`src/rtl/jts16_gfx_slot.sv`:
```
// SDRAM-side responder for one S16 video layer port: serves addr/ok/data from a
// one-entry cache and refills it through the shared SDRAM req/ack/dst handshake.
module jts16_gfx_slot #(
  parameter int              AW   = 13,
  parameter int              DW   = 32,
  parameter int              SAW  = 22,
  parameter logic [SAW-1:0]  BASE = '0
) (
  input  logic            clk,
  input  logic            rst,
  input  logic            slot_cs,
  input  logic [AW-1:0]   slot_addr,
  output logic            slot_ok,
  output logic [DW-1:0]   slot_dout,
  output logic            sdram_req,
  output logic [SAW-1:0]  sdram_addr,
  input  logic            sdram_ack,
  input  logic            sdram_dst,
  input  logic [15:0]     sdram_din
);

  localparam int SHIFT = (DW == 32) ? 1 : 0;

  typedef enum logic [1:0] {
    IDLE,
    REQ,
    DATA
  } state_t;

  state_t          r_state;
  logic            r_valid;
  logic [AW-1:0]   r_cache_addr;
  logic [AW-1:0]   r_fetch_addr;
  logic [DW-1:0]   r_dout;
  logic            r_req;
  logic [SAW-1:0]  r_sdram_addr;
  logic            r_beat;

  logic            w_miss;
  logic            w_last;
  logic [SAW-1:0]  w_word_addr;
  logic [SAW-1:0]  w_sdram_addr;
  logic [DW-1:0]   w_dout_next;

  // Zero-extended, word-scaled address; the sum wraps modulo 2^SAW.
  always_comb begin
    w_word_addr  = SAW'(slot_addr) << SHIFT;
    w_sdram_addr = BASE + w_word_addr;
  end

  generate
    if (DW == 32) begin : g_dw32
      assign w_dout_next = r_beat ? {sdram_din, r_dout[15:0]}
                                  : {r_dout[31:16], sdram_din};
      assign w_last      = r_beat;
    end else begin : g_dw16
      assign w_dout_next = sdram_din;
      assign w_last      = 1'b1;
    end
  endgenerate

  assign w_miss     = !r_valid || (slot_addr != r_cache_addr);
  // Combinational so an address change hides stale data in the same cycle.
  assign slot_ok    = slot_cs && r_valid && (slot_addr == r_cache_addr);
  assign slot_dout  = r_dout;
  assign sdram_req  = r_req;
  assign sdram_addr = r_sdram_addr;

  always_ff @(posedge clk) begin
    if (rst) begin
      r_state      <= IDLE;
      r_valid      <= 1'b0;
      r_cache_addr <= '0;
      r_fetch_addr <= '0;
      r_dout       <= '0;
      r_req        <= 1'b0;
      r_sdram_addr <= '0;
      r_beat       <= 1'b0;
    end else begin
      case (r_state)
        IDLE: begin
          if (slot_cs && w_miss) begin
            r_fetch_addr <= slot_addr;
            r_valid      <= 1'b0;
            r_req        <= 1'b1;
            r_sdram_addr <= w_sdram_addr;
            r_state      <= REQ;
          end
        end
        REQ: begin
          if (sdram_ack) begin
            r_req   <= 1'b0;
            r_beat  <= 1'b0;
            r_state <= DATA;
          end
        end
        DATA: begin
          // The fetch always completes under fetch_addr, even if the layer moved on.
          if (sdram_dst) begin
            r_dout <= w_dout_next;
            if (w_last) begin
              r_cache_addr <= r_fetch_addr;
              r_valid      <= 1'b1;
              r_state      <= IDLE;
            end else begin
              r_beat <= 1'b1;
            end
          end
        end
        default: r_state <= IDLE;
      endcase
    end
  end

endmodule
```
`config.mk`:
```
export PLATFORM = sky130hd
export DESIGN_NAME = jts16_gfx_slot
export DESIGN_NICKNAME = d
export VERILOG_FILES = /design/src/rtl/jts16_gfx_slot.sv
export SDC_FILE = /design/constraint.sdc
export NUM_CORES = 1
export LEC_CHECK = 0
export CAP_MARGIN = 10
export CORE_MARGIN = 1
export CORE_UTILIZATION = 40
export DETAILED_ROUTE_END_ITERATION = 7
export HOLD_SLACK_MARGIN = 0.1
export PLACE_DENSITY_LB_ADDON = 0.25
export SETUP_SLACK_MARGIN = 0.05
export SKIP_LAST_GASP = 1
export SYNTH_ARGS = -nofsm -noshare
export SYNTH_HDL_FRONTEND = slang
export SYNTH_SLANG_ARGS = --single-unit
```
`constraint.sdc`:
```
create_clock -name clk -period 2 [get_ports clk]
set_clock_uncertainty 0.1 [all_clocks]
set_input_delay 0.6 -clock clk [delete_from_list [all_inputs] [get_ports clk]]
set_output_delay 0.6 -clock clk [all_outputs]
set_load 0.02 [all_outputs]
```
==> results by group <==
Setup path
  – Reg2Reg Launch Point: r_cache_addr[11]
  – Cell depth of the worst flop-to-flop path: 8
  – Critical Path AT: 1.64 ns
  – CP Data Required Time: 1.30 ns
  – Critical path capture point type: primary output
  – Setup slack, reg-to-reg: 0.15 ns
  – Crit path kind: primary input to primary output
  – CP Max Fanout: 2
  – FF-to-FF End: r_fetch_addr[2]
  – Startpoint Class: primary input

STA
  – Hold Vio Cnt, Final: 0
  – RSZ-0062 raised after global routing: yes
  – PnR worst setup slack: -0.345 ns
  – Fmax: 426 MHz
  – Slew Limit Fails: 0
  – Setup violations, final: 1
  – Crit share post-route: 1.17
  – Final min period: 2.34 ns

Logic synthesis
  – Largest cells by area after synthesis: dfxtp_1 49%, nand2_1 14%, a21oi_1 9.3%
  – Avg Cell Area, Syn: 8.41 um^2
  – Top-area cell type share of the netlist area: 0.490
  – FF+latch count, synth: 63
  – Synth Warn #: 0
  – Post-synthesis cell area: 0.00257 mm^2
  – Post-synthesis sequential area ratio: 0.490
  – Cells after Synth: 306
  – Cell variety after synth: 27
  – Post-synth top area cell: dfxtp_1

Power and ir drop
  – Maximum vdd drop: 0.509 mV
  – Clock power share: 0.400
  – Switching share of power: 0.254
  – Tot Pwr: 2710 uW
  – Power per Cell Area: 740 mW/mm^2
  – Leak pwr: 0.00156 uW
  – Reg power frac: 0.484
  – Cell-internal power: 2020 uW
  – Switching power: 688 uW
  – Combinational share of power: 0.116

Global routing
  – Largest net degree at the start of global routing: 77
  – Tot GR Track Use: 0.195
  – Initial antenna violation count: 0
  – Final global-route overflow total: 0
  – First-pass GRT wire length: 9750 um
  – Vias in the first global route: 2162

Worst hold path
  – Hold Path Stages: 2
  – HP Start: slot_dout[8]
  – Endpoint, Worst Hold: slot_dout[8]
  – Hold Path Class: flop to flop

CTS
  – Worst-Skew Late Latency: 0.33 ns
  – # hold bufs at CTS: 0
  – CTS clk-pin slew, worst paths: 0.07 ns
  – H-tree levels: 3
  – CTS Sinks: 63
  – Clock Path Buffers: 2
  – CTS tree: yes
  – Num CTS Buffers: 9
  – Root Buffer: clkbuf_8

Floorplan
  – Core area: 0.00606 mm^2
  – Initial cell density of the core: 0.424
  – Core Rows: 28
  – Die Width: 82.2 um
  – Io pins: 90
  – Die height: 82.2 um
  – Die area: 0.00676 mm^2

Placement
  – GPL Wtd Cong: 0.709
  – # port buffers: 80
  – Post-DP HPWL: 4010 um
  – Cell Area, Placed: 0.00352 mm^2
  – Placed Cells incl. Taps: 451
  – Post-place setup slack: -1.29 ns

Route
  – DR vias/cell: 4.69
  – Detailed Route Iter0 Violations: 63
  – Routed vias: 2201
  – Routed Wire Length: 5970 um
  – 1st-pass router iterations: 4
  – Routed Antenna Nets: 0
  – DRC: 0
  – Routed len/inst: 12.7 um

Layout
  – Area delta synth->final: 42.2%
  – Layout Nets: 423
  – Ant. Diodes: 0
  – Final Util: 0.604
  – Layout cells sized above 1: 0.150
  – Fillers: 577
  – Non-Filler Instances: 469
  – Finished layout cell area: 0.00366 mm^2

Run status
  – Failing checks: setup timing
  – Status: finished with violations

Flow run
  – Max-cap violations: 0
-- critical path, stage by stage --
cell	delay (ns)
buf_2	0.12
xnor2_2	0.14
nand4_1	0.17
nor4_4	0.32
and2_4	0.19
buf_6	0.11
-- metal layers --
layer  vias up  GRT usage  wire length (um)
met5         -          0                 0
met4         0     0.0526                21
met3         2     0.0813               345
met2        54      0.330              2970
met1      1007      0.226              2630
li1       1138          -                 -
-- kinds of logic (layout without fill, tap and decap cells) --
kind of cell / Yosys count / in the layout / share of synthesized area
AO/OA/AOI/OAI: 51 / 51 / 0.103
XOR/XNOR: 13 / 13 / 0.0443
buffers and inverters: 28 / 108 / 0.0588
flip-flops: 63 / 63 / 0.490
multiplexers: 13 / 13 / 0.0506
other: 1 / 9 / 0.00146
AND/OR/NAND/NOR: 137 / 137 / 0.251
-- synthesized netlist by cell type --
cell,number
nor4_2,1
nor3_2,1
or2_2,1
buf_2,3
nor2b_1,2
clkbuf_1,13
nand2_1,94
nand4_1,3
a21oi_1,48
buf_1,1
nor2_1,4
xnor2_1,13
nand3_1,1
or2b_1,5
and3_1,1
and2_2,1
o21ai_0,1
dfxtp_1,63
o21ba_2,2
nand2b_1,21
buf_6,1
buf_4,9
nor4b_4,1
mux2i_1,13
conb_1,1
clkbuf_2,1
nor3b_1,1
-- final cells by class --
type / count / area [um^2] / area share
Timing Repair Buffer: 92 / 838 / 0.229
Clock buffer: 9 / 124 / 0.0339
Sequential cell: 63 / 1260 / 0.345
Clock inverter: 7 / 72.6 / 0.0198
Tap cell: 75 / 93.8 / 0.0256
Multi-Input combinational cell: 223 / 1270 / 0.346
-- stage by stage --
step	setup TNS, ns	hold WS (ns)
after floorplan	-0.108	0.350
after global placement	-16.57	0.341
after detailed placement	-17.67	0.347
after CTS	-0.357	0.354
after global routing	-0.423	0.369
final	-0.345	0.352
-- cells in the final DEF (no fill, tap or decap), types with 7 or more instances in the layout --
cell and count:
nand2b_1 21, buf_2 12, dlygate4sd2_1 46, buf_4 7, nand2_1 94, xnor2_2 9
a21oi_1 48, mux2i_1 13, clkbuf_8 9, clkdlybuf4s50_1 19, dfxtp_1 62, conb_1 9
-- power groups by stage --
stage | Clock (uW) | Sequential, uW | Combinational [uW]
final | 1080 | 1310 | 313
after floorplan | 0 | 1370 | 146
after global routing | 1170 | 1320 | 339
after global placement | 0 | 1340 | 334
after detailed placement | 0 | 1340 | 336
after CTS | 1110 | 1310 | 316
-- flip-flops by register name, summed over array words and instances, names as in the netlist --
register and count:
r_beat 1, r_valid 1, sdram_req 1, r_fetch_addr 13, r_cache_addr 13, r_state 2
slot_dout 32
-- repair_timing --
| item | 4_1_cts | 5_1_grt |
|---|---|---|
| pin swaps | 18 | 2 |
| setup buffers | 2 | 1 |
| setup endpoints to repair | 63 | 17 |
| resized for setup | 106 | 1 |
-- worst max-delay path by stage --
stage | from | endpoint | cells after the start
2_1_floorplan | slot_addr[8] | slot_ok | 4
3_3_place_gp | slot_addr[8] | slot_ok | 6
3_5_place_dp | slot_addr[8] | slot_ok | 6
4_1_cts | r_cache_addr[11] | slot_ok | 5
5_1_grt | slot_addr[11] | slot_ok | 6
6_report | slot_addr[11] | slot_ok | 6
Power figures use the tool's default switching activity.
